$ cat config.mk
export PLATFORM = sky130hd
export DESIGN_NAME = axi_master
export DESIGN_NICKNAME = d
export VERILOG_FILES = /design/src/rtl/axi_master_pkg.sv /design/src/rtl/axi_master_rob.sv /design/src/rtl/axi_master.sv
export SDC_FILE = /design/constraint.sdc
export NUM_CORES = 1
export LEC_CHECK = 0
export ABC_AREA = 1
export CAP_MARGIN = 0
export CORE_UTILIZATION = 55
export CTS_BUF_LIST = sky130_fd_sc_hd__clkbuf_16
export CTS_CLUSTER_DIAMETER = 60
export DETAILED_ROUTE_END_ITERATION = 10
export PLACE_DENSITY = 0.86
export SLEW_MARGIN = 20
export SYNTH_ARGS = -nofsm -noshare
export SYNTH_HDL_FRONTEND = slang
export SYNTH_HIERARCHICAL = 1
export SYNTH_SLANG_ARGS = --single-unit
export TNS_END_PERCENT = 20
$ cat constraint.sdc
create_clock -name clk -period 4.1 [get_ports clk]
set_clock_uncertainty 0.15 [all_clocks]
set_input_delay 0.615 -clock clk [delete_from_list [all_inputs] [get_ports clk]]
set_output_delay 0.615 -clock clk [all_outputs]
set_load 0.1 [all_outputs]
$ cat src/rtl/axi_master_pkg.sv
// Shared types and defaults for the AXI master engine and its reorder buffer.
package axi_master_pkg;

    // Life cycle of one read ID slot in the reorder buffer.
    typedef enum logic [1:0] {
        FREE   = 2'd0,
        ISSUED = 2'd1,
        DONE   = 2'd2
    } rob_state_e;

    localparam int DEF_ADDR_WIDTH         = 32;
    localparam int DEF_DATA_WIDTH         = 32;
    localparam int DEF_ID_WIDTH           = 4;
    localparam int DEF_MAX_WR_OUTSTANDING = 8;

    // One ROB entry per read ID.
    function automatic int n_ids(input int id_width);
        return 1 << id_width;
    endfunction

endpackage

$ cat src/rtl/axi_master_rob.sv
// Read reorder buffer: allocates IDs in order, absorbs out-of-order R data,
// and retires entries strictly in allocation order.
module axi_master_rob import axi_master_pkg::*; #(
    parameter int ID_WIDTH   = DEF_ID_WIDTH,
    parameter int DATA_WIDTH = DEF_DATA_WIDTH
) (
    input  logic                  clk,
    input  logic                  rst_n,
    input  logic                  alloc_i,
    output logic [ID_WIDTH-1:0]   alloc_id_o,
    output logic                  full_o,
    input  logic                  wb_valid_i,
    input  logic [ID_WIDTH-1:0]   wb_id_i,
    input  logic [DATA_WIDTH-1:0] wb_data_i,
    output logic                  retire_valid_o,
    output logic [DATA_WIDTH-1:0] retire_data_o,
    input  logic                  retire_ready_i,
    output logic [ID_WIDTH:0]     count_o,
    output logic                  err_o
);

    localparam int NIDS = n_ids(ID_WIDTH);

    rob_state_e            state_q [NIDS];
    rob_state_e            state_d [NIDS];
    logic [DATA_WIDTH-1:0] data_q  [NIDS];
    logic [DATA_WIDTH-1:0] data_d  [NIDS];
    logic [ID_WIDTH-1:0]   alloc_q, alloc_d;
    logic [ID_WIDTH-1:0]   ret_q, ret_d;
    logic [ID_WIDTH:0]     cnt_q, cnt_d;
    logic                  err_q, err_d;
    logic                  retire;

    assign alloc_id_o     = alloc_q;
    assign full_o         = (state_q[alloc_q] != FREE);
    assign retire_valid_o = (state_q[ret_q] == DONE);
    assign retire_data_o  = data_q[ret_q];
    assign count_o        = cnt_q;
    assign err_o          = err_q;
    assign retire         = retire_valid_o & retire_ready_i;

    // Next-state: alloc, write-back and retire always hit distinct entries
    // (FREE, ISSUED and DONE respectively), so all three can apply together.
    always_comb begin
        state_d = state_q;
        data_d  = data_q;
        alloc_d = alloc_q;
        ret_d   = ret_q;
        cnt_d   = cnt_q;
        err_d   = err_q;
        if (wb_valid_i) begin
            if (state_q[wb_id_i] == ISSUED) begin
                state_d[wb_id_i] = DONE;
                data_d[wb_id_i]  = wb_data_i;
            end else begin
                err_d = 1'b1;
            end
        end
        if (retire) begin
            state_d[ret_q] = FREE;
            ret_d          = ret_q + 1'b1;
        end
        if (alloc_i) begin
            state_d[alloc_q] = ISSUED;
            alloc_d          = alloc_q + 1'b1;
        end
        case ({alloc_i, retire})
            2'b10:   cnt_d = cnt_q + 1'b1;
            2'b01:   cnt_d = cnt_q - 1'b1;
            default: cnt_d = cnt_q;
        endcase
    end

    // State register; reset frees every entry and clears stored data.
    always_ff @(posedge clk or negedge rst_n) begin
        if (!rst_n) begin
            state_q <= '{default: FREE};
            data_q  <= '{default: '0};
            alloc_q <= '0;
            ret_q   <= '0;
            cnt_q   <= '0;
            err_q   <= 1'b0;
        end else begin
            state_q <= state_d;
            data_q  <= data_d;
            alloc_q <= alloc_d;
            ret_q   <= ret_d;
            cnt_q   <= cnt_d;
            err_q   <= err_d;
        end
    end

endmodule

$ cat src/rtl/axi_master.sv
// AXI master engine: turns a read/write command stream into AR/AW/W traffic,
// reorders R data through the ROB and tracks ID-less B responses by count.
module axi_master import axi_master_pkg::*; #(
    parameter int ADDR_WIDTH         = DEF_ADDR_WIDTH,
    parameter int DATA_WIDTH         = DEF_DATA_WIDTH,
    parameter int ID_WIDTH           = DEF_ID_WIDTH,
    parameter int MAX_WR_OUTSTANDING = DEF_MAX_WR_OUTSTANDING
) (
    input  logic                                      clk,
    input  logic                                      rst_n,
    input  logic                                      cmd_valid,
    output logic                                      cmd_ready,
    input  logic                                      cmd_write,
    input  logic [ADDR_WIDTH-1:0]                     cmd_addr,
    input  logic [DATA_WIDTH-1:0]                     cmd_wdata,
    output logic                                      rsp_valid,
    input  logic                                      rsp_ready,
    output logic [DATA_WIDTH-1:0]                     rsp_data,
    output logic                                      wr_done,
    output logic [ID_WIDTH:0]                         rd_outstanding,
    output logic [$clog2(MAX_WR_OUTSTANDING+1)-1:0]   wr_outstanding,
    output logic                                      err_unexp_rid,
    output logic                                      err_unexp_b,
    output logic [ADDR_WIDTH-1:0]                     araddr,
    output logic [ID_WIDTH-1:0]                       arid,
    output logic                                      arvalid,
    input  logic                                      arready,
    output logic [ADDR_WIDTH-1:0]                     awaddr,
    output logic                                      awvalid,
    input  logic                                      awready,
    output logic [DATA_WIDTH-1:0]                     wdata,
    output logic                                      wvalid,
    input  logic                                      wready,
    input  logic [DATA_WIDTH-1:0]                     rdata,
    input  logic [ID_WIDTH-1:0]                       rid,
    input  logic                                      rvalid,
    output logic                                      rready,
    input  logic                                      bvalid,
    output logic                                      bready
);

    localparam int             WCW  = $clog2(MAX_WR_OUTSTANDING + 1);
    localparam logic [WCW-1:0] WMAX = WCW'(MAX_WR_OUTSTANDING);

    logic [ADDR_WIDTH-1:0] araddr_q, araddr_d, awaddr_q, awaddr_d;
    logic [ID_WIDTH-1:0]   arid_q, arid_d;
    logic [DATA_WIDTH-1:0] wdata_q, wdata_d;
    logic                  arvalid_q, arvalid_d, awvalid_q, awvalid_d;
    logic                  wvalid_q, wvalid_d;
    logic [WCW-1:0]        wcnt_q, wcnt_d;
    logic                  wr_done_q, wr_done_d;
    logic                  err_b_q, err_b_d;
    logic                  rdy_q;
    logic                  rob_full, rob_err;
    logic [ID_WIDTH-1:0]   rob_alloc_id;
    logic                  rd_can, wr_can, rd_acc, wr_acc, b_hs, b_dec;

    assign araddr         = araddr_q;
    assign arid           = arid_q;
    assign arvalid        = arvalid_q;
    assign awaddr         = awaddr_q;
    assign awvalid        = awvalid_q;
    assign wdata          = wdata_q;
    assign wvalid         = wvalid_q;
    assign wr_outstanding = wcnt_q;
    assign wr_done        = wr_done_q;
    assign err_unexp_b    = err_b_q;
    assign err_unexp_rid  = rob_err;
    assign rready         = rdy_q;
    assign bready         = rdy_q;

    axi_master_rob #(
        .ID_WIDTH   (ID_WIDTH),
        .DATA_WIDTH (DATA_WIDTH)
    ) u_rob (
        .clk            (clk),
        .rst_n          (rst_n),
        .alloc_i        (rd_acc),
        .alloc_id_o     (rob_alloc_id),
        .full_o         (rob_full),
        .wb_valid_i     (rvalid & rdy_q),
        .wb_id_i        (rid),
        .wb_data_i      (rdata),
        .retire_valid_o (rsp_valid),
        .retire_data_o  (rsp_data),
        .retire_ready_i (rsp_ready),
        .count_o        (rd_outstanding),
        .err_o          (rob_err)
    );

    // Command arbitration and next-state of the AR/AW/W registers and B counter.
    always_comb begin
        b_hs      = bvalid & rdy_q;
        b_dec     = b_hs & (wcnt_q != '0);
        rd_can    = (!arvalid_q | arready) & !rob_full;
        wr_can    = (!awvalid_q | awready) & (!wvalid_q | wready)
                    & ((wcnt_q < WMAX) | b_hs);
        cmd_ready = cmd_write ? wr_can : rd_can;
        rd_acc    = cmd_valid & cmd_ready & !cmd_write;
        wr_acc    = cmd_valid & cmd_ready & cmd_write;

        araddr_d  = araddr_q;
        arid_d    = arid_q;
        arvalid_d = arvalid_q;
        awaddr_d  = awaddr_q;
        awvalid_d = awvalid_q;
        wdata_d   = wdata_q;
        wvalid_d  = wvalid_q;
        if (rd_acc) begin
            araddr_d  = cmd_addr;
            arid_d    = rob_alloc_id;
            arvalid_d = 1'b1;
        end else if (arready) begin
            arvalid_d = 1'b0;
        end
        if (wr_acc) begin
            awaddr_d  = cmd_addr;
            wdata_d   = cmd_wdata;
            awvalid_d = 1'b1;
            wvalid_d  = 1'b1;
        end else begin
            if (awready) awvalid_d = 1'b0;
            if (wready)  wvalid_d  = 1'b0;
        end
        case ({wr_acc, b_dec})
            2'b10:   wcnt_d = wcnt_q + 1'b1;
            2'b01:   wcnt_d = wcnt_q - 1'b1;
            default: wcnt_d = wcnt_q;
        endcase
        wr_done_d = b_dec;
        err_b_d   = err_b_q | (b_hs & (wcnt_q == '0));
    end

    // Register stage; rready/bready come up one clock after reset release.
    always_ff @(posedge clk or negedge rst_n) begin
        if (!rst_n) begin
            araddr_q  <= '0;
            arid_q    <= '0;
            arvalid_q <= 1'b0;
            awaddr_q  <= '0;
            awvalid_q <= 1'b0;
            wdata_q   <= '0;
            wvalid_q  <= 1'b0;
            wcnt_q    <= '0;
            wr_done_q <= 1'b0;
            err_b_q   <= 1'b0;
            rdy_q     <= 1'b0;
        end else begin
            araddr_q  <= araddr_d;
            arid_q    <= arid_d;
            arvalid_q <= arvalid_d;
            awaddr_q  <= awaddr_d;
            awvalid_q <= awvalid_d;
            wdata_q   <= wdata_d;
            wvalid_q  <= wvalid_d;
            wcnt_q    <= wcnt_d;
            wr_done_q <= wr_done_d;
            err_b_q   <= err_b_d;
            rdy_q     <= 1'b1;
        end
    end

endmodule
==> run metrics, run 1 <==
status=finished clean; clk_lat worst skew=0.62 ns; Worst EP required=3.34 ns; gpl congestion=0.941; mean area per synthesized cell=7.84 um2; H-tree Lvls=3; clk root buf=clkbuf_16; Worst EP arrival=3.28 ns; core area=56800 um2; vias per cell=5.81; num ports=261; GRT Overall Usage=32.1%; initial antenna violation count=2; HP Start=u_rob/err_o; Setup TNS=0 ns; CTS Buf Count=70; maxcap violations=0; Seq. cell area=16700 um2; Worst-path clk slew=0.06 ns; first-pass GRT wire length=151000 um; Initial Util=56.2%; Hold Fails Final Rpt=0; r2r startpoint=u_rob/alloc_id_o[1]; Layout area overhead=17.0%; worst vdd ir=0.00119 V; unrepaired setup endpoints after global routing=no; mean routed wirelength per cell=19.1 um; chip width=243 um; GR Util met3=6.49%; R2R Path End=u_rob/count_o[4]; placement-stage cell area=35100 um2; share of layout cells above drive strength 1=6.67%; yosys warns=6; sequential share of the synthesized area=52.4%; I/O Buffers=260; vias in the first global route=27700; Synthesized Nets=4193; Cell Pwr Density=847 nW/um2; Max-slew headroom=25.6%; First-pass DRT Iterations=7; Syn Std Cell Area=31900 um2; leakage=0.0192 uW; Synth Instances=4068; Die Height=243 um; clk buf depth=3; CP delay by family, top=buffers and inverters; via count=28900; Yosys cell types=38; register bit total from synthesis=668; dpl hpwl=56700 um; post-layout util=65.7%; grt met1 use=43.1%; DRT iter0 DRCs=3853; R2R cell count=20; final instance area=37300 um2; CTS tree=built; Filler Cells Inserted=4390; Setup WS post-layout=0.0564 ns; DP Worst Slack=0.620 ns; FP Rows=87; max frequency=0.247 GHz; Final min period=4.04 ns; DRT Wirelength=94800 um; Critical Path Fanout Max=75; largest net degree at the start of global routing=141; GRT overflow=0; Remaining DRCs=0; multi-input logic area=12300 um2; startpoint type of the worst setup path=flop; DIE AREA=59000 um2; slowest cell delay on critical path=0.58 ns; Nets=4290; Final Non-Filler Cells=4971; Final Setup Violations=0; Placed Cells=4848; reg-to-reg setup timing slack=0.67 ns; WHS Endpoint=u_rob/err_o; Least-Margin Pin Slew=1.11 ns; slowest CP cell=dfrtp_4; grt met2 use=50.4%; CP Buf/Inv Count=3; final antenna-violating net count=0; gr busiest metal=met2; CP cell instances=inv_4 > buf_12 > a21oi_1 > o21ai_0 > a21oi_1 > or2_2 > or3_1 > buf_12; Setup Fix Bufs, Post-CTS=0; kind of end point of the critical path=output pin; fin. max-slew vios=0; Final Cycle Share=98.6%; Hold Crit Depth=1; Setup CP Type=flop to output pin; Hold Path Class=flop to flop; Sink Count=668
[cell usage after synthesis, drive strengths merged]
master / instances / share of area (%)
o211ai: 10 / 0.24
inv: 351 / 4.1
a311oi: 1 / 0.027
nand3: 30 / 0.49
clkinv: 4 / 0.047
or2: 32 / 0.63
buf: 158 / 3.1
or3: 32 / 0.63
a21oi: 390 / 6.1
a31o: 1 / 0.027
nor3: 6 / 0.094
nor2: 84 / 1.1
nand4: 98 / 2.3
o311ai: 4 / 0.11
conb: 1 / 0.012
nand2: 1479 / 17
o31ai: 3 / 0.071
xnor2: 2 / 0.055
o21ai: 534 / 8.4
a21o: 1 / 0.024
xor2: 9 / 0.25
ha: 15 / 0.59
dfrtp: 668 / 52
clkbuf: 155 / 1.8
[flip-flops by register name, summed over array words and instances (netlist names)]
register and flops:
err_unexp_b 1, u_rob/count_o 5, u_rob/data_q 512, wr_outstanding 4, arvalid 1, wvalid 1, u_rob/alloc_id_o 4, bready 1
araddr 32, wdata 32, wr_done 1, u_rob/state_q 32, awvalid 1, arid 4, u_rob/err_o 1, u_rob/ret_q 4
awaddr 32
[metal layers]
layer | vias up | routed length [um]
li1 | 13100 | -
met1 | 13700 | 36800
met2 | 1727 | 43800
met3 | 306 | 9690
met4 | 2 | 4390
met5 | - | 17
[power by group]
| group | leakage (uW) | total (uW) | switching [uW] | internal (uW) |
|---|---|---|---|---|
| Clock | 0.00114 | 6170 | 2650 | 3510 |
| Combinational | 0.0102 | 16700 | 12100 | 4600 |
| Sequential | 0.00781 | 8750 | 825 | 7930 |
| Total | 0.0192 | 31600 | 15600 | 16000 |
[worst max-delay path by stage]
| stage | from | endpoint | slack [ns] | depth (start not counted) |
|---|---|---|---|---|
| floorplan | u_rob/alloc_id_o[1] | u_rob/count_o[4] | 0.33 | 25 |
| CTS | u_rob/ret_q[0] | rsp_data[6] | 0.06 | 7 |
| finish | u_rob/ret_q[1] | rsp_data[20] | 0.06 | 8 |
| global placement | rid[1] | u_rob/data_q[51] | 0.68 | 12 |
| global route | u_rob/ret_q[0] | rsp_data[20] | 0.02 | 8 |
| detailed placement | rid[1] | u_rob/data_q[47] | 0.62 | 12 |
[cells by family after synthesis]
kind of cell / after synthesis / synth area share, %
flip-flops: 668 / 52.4
buffers and inverters: 668 / 9.08
XOR/XNOR: 11 / 0.302
other: 1 / 0.0118
adder cells (fa/ha/maj): 15 / 0.588
AO/OA/AOI/OAI: 944 / 15.0
AND/OR/NAND/NOR: 1761 / 22.7
[layout make-up]
class                      instances  area share, %
inverter                         355           3.60
multi-input combinational       2732           33.0
tap                              756           2.53
clock inverter                    47          0.901
timing repair buffer             338           10.2
antenna                            1        0.00670
sequential                       668           44.8
clock buffer                      74           4.96
[layout by cell type, fill, tap and decap left out, types with 30 or more instances in the layout]
| cell type | count |
|---|---|
| buf_4 | 52 |
| o21ai_0 | 504 |
| clkbuf_16 | 74 |
| buf_12 | 57 |
| or2_2 | 30 |
| dfrtp_1 | 666 |
| o21ai_1 | 30 |
| nor2_1 | 81 |
| nand2_1 | 1474 |
| nand4_1 | 89 |
| clkdlybuf4s50_1 | 224 |
| or3_1 | 32 |
| inv_1 | 345 |
| a21oi_1 | 390 |
[per-stage QoR]
step	total power, uW	hold slack (ns)
finish	31600	0.314
global route	32900	0.336
CTS	31600	0.318
detailed placement	25300	0.305
global placement	25100	0.298
floorplan	20100	0.169
[repair_timing]
item | 4_1_cts | 5_1_grt
hold buffers | 1 | 0
gates resized for setup | 0 | 2
setup endpoints to repair | 0 | 14
hold endpoints to repair | 80 | 0
No activity file was read; power rests on OpenSTA's default activity.
==> inputs of run 2 (changes only) <==
--- a/config.mk
+++ b/config.mk
@@ -11,7 +11,8 @@
 export CTS_BUF_LIST = sky130_fd_sc_hd__clkbuf_16
 export CTS_CLUSTER_DIAMETER = 60
 export DETAILED_ROUTE_END_ITERATION = 10
-export PLACE_DENSITY = 0.86
+export DONT_BUFFER_PORTS = 1
+export PLACE_DENSITY = 0.8
 export SLEW_MARGIN = 20
 export SYNTH_ARGS = -nofsm -noshare
 export SYNTH_HDL_FRONTEND = slang
==> run 2 against run 1 <==
  * Total power fell by 4.5%
  * Largest power group is now registers
  * Critical path depth did not move
  * Global-route usage is 0.98 points lower
  * Non-clock buffer count is 158 lower
  * Sequential share of layout area up 2.2 points
  * Via count is 2.9% lower
  * Sequential power increased by 38%
  * Critical path type unchanged
==> run metrics, run 2 (synthesized netlist as in run 1, its figures left out) <==
share of layout cells above drive strength 1=6.61% (was 6.67%); kind of end point of the critical path=output pin (unchanged); Layout area overhead=11.5% (was 17.0%); max frequency=0.250 GHz (was 0.247 GHz); clk buf depth=3 (unchanged); fin. max-slew vios=0 (unchanged); CTS tree=built (unchanged); worst vdd ir=0.000713 V (was 0.00119 V); final antenna-violating net count=0 (unchanged); Worst-path clk slew=0.06 ns (about the same); Hold Fails Final Rpt=0 (unchanged); DP Worst Slack=0.685 ns (was 0.620 ns); unrepaired setup endpoints after global routing=yes (was no); clk_lat worst skew=0.62 ns (about the same); max reg flops=512 (unchanged); num ports=261 (unchanged); initial antenna violation count=7 (was 2); Worst EP arrival=3.23 ns (was 3.28 ns); dpl hpwl=51200 um (was 56700 um); First-pass DRT Iterations=6 (was 7); maxcap violations=0 (unchanged); chip width=243 um (unchanged); H-tree Lvls=3 (unchanged); Cell Pwr Density=849 nW/um2 (was 847 nW/um2); GRT Overall Usage=31.1% (was 32.1%); Nets=4131 (was 4290); startpoint type of the worst setup path=flop (unchanged); Die Height=243 um (unchanged); GRT overflow=0 (unchanged); Setup TNS=0 ns (unchanged); Critical Path Fanout Max=68 (was 75); Worst EP required=3.34 ns (about the same); Initial Util=56.2% (unchanged); first-pass GRT wire length=146000 um (was 151000 um); Least-Margin Pin Slew=1.15 ns (was 1.11 ns); Filler Cells Inserted=4641 (was 4390); leakage=0.0185 uW (was 0.0192 uW); GR Util met3=6.26% (was 6.49%); core area=56800 um2 (unchanged); FP Rows=87 (unchanged); Final min period=4.00 ns (was 4.04 ns); grt met2 use=49.8% (was 50.4%); vias in the first global route=26400 (was 27700); DRT Wirelength=94100 um (was 94800 um); Final Cycle Share=97.5% (was 98.6%); DIE AREA=59000 um2 (unchanged); DRT iter0 DRCs=3206 (was 3853); clk root buf=clkbuf_16 (unchanged); CTS Buf Count=69 (was 70); gr busiest metal=met2 (unchanged); grt met1 use=40.4% (was 43.1%); Setup CP Type=flop to output pin (unchanged); via count=28000 (was 28900); I/O Buffers=0 (was 260); most common cell after layout, fill and taps aside=nand2_1 (unchanged); Sink Count=668 (unchanged); Setup WS post-layout=0.103 ns (was 0.0564 ns); Setup Fix Bufs, Post-CTS=0 (unchanged); gpl congestion=0.926 (was 0.941); status=finished clean (unchanged); vias per cell=5.82 (was 5.81); largest net degree at the start of global routing=669 (was 141); Hold Path Class=primary input to flop (was flop to flop); Max-slew headroom=23.1% (was 25.6%); Final Setup Violations=0 (unchanged); Biggest register=u_rob/data_q (unchanged); commonest non-fill, non-tap cells in the layout=1474 x nand2_1, 665 x dfrtp_1, 504 x o21ai_0 (was 1474 x nand2_1, 666 x dfrtp_1, 504 x o21ai_0); post-layout util=62.6% (was 65.7%); mean routed wirelength per cell=19.5 um (was 19.1 um); Remaining DRCs=0 (unchanged); Pwr Total=30200 uW (was 31600 uW)
run 2: area by class of cell:
class / count / area (um2) / area share, %
flip-flops and latches: 668 / 16700 / 47.0
multi-input cells: 2732 / 12300 / 34.6
repair buffers: 180 / 2120 / 5.96
clock buffers: 71 / 1780 / 4.99
inverters: 355 / 1350 / 3.78
well taps: 756 / 946 / 2.66
clock inverters: 48 / 343 / 0.964
diodes: 5 / 12.5 / 0.0352
run 2: final timing paths:
kind | cells after the start | endpoint | slack [ns] | from
min reg2reg | 2 | u_rob/data_q[151] | 0.32 | u_rob/data_q[151]
max reg2reg | 21 | u_rob/count_o[4] | 0.67 | u_rob/ret_q[0]
max | 8 | rsp_data[6] | 0.10 | u_rob/ret_q[0]
max in group asynchronous | 4 | u_rob/data_q[212] | 1.16 | rst_n
min in group asynchronous | 2 | araddr[6] | 0.49 | rst_n
min | 2 | wdata[1] | 0.03 | cmd_wdata[1]
run 2: stage by stage:
step           instances  hold WS, ns  instance area [um2]
2_1_floorplan       4068        0.169                31900
3_3_place_gp        4606        0.181                32500
3_5_place_dp        4606        0.182                32500
4_1_cts             4803       -0.466                35400
5_1_grt             4815       0.0122                35600
6_report            4815       0.0267                35600
run 2: routing by layer:
layer	wire (um)	vias to the layer above	part of all wire (%)
li1	-	12800	-
met1	36200	13300	38
met2	44100	1604	47
met3	9270	305	9.9
met4	4480	2	4.8
met5	11	-	0.012
run 2: worst max-delay path: stages (launching register included):
cell and delay, ns:
dfrtp_4 0.64, inv_8 0.32, buf_16 0.36, a21oi_1 0.11, o21ai_0 0.09, a21oi_1 0.07
or2_2 0.33, or3_1 0.44, buf_12 0.22
run 2: what timing repair did:
item / 4_1_cts / 5_1_grt
resized for setup: 0 / 3
setup endpoints to repair: 0 / 22
hold endpoints to repair: 1250 / 212
hold buffers: 78 / 2
run 2: report_power, final:
group | leakage, uW | internal [uW] | switching [uW]
Combinational | 0.00962 | 3570 | 8470
Clock | 0.00109 | 3390 | 2630
Sequential | 0.00781 | 7840 | 4310
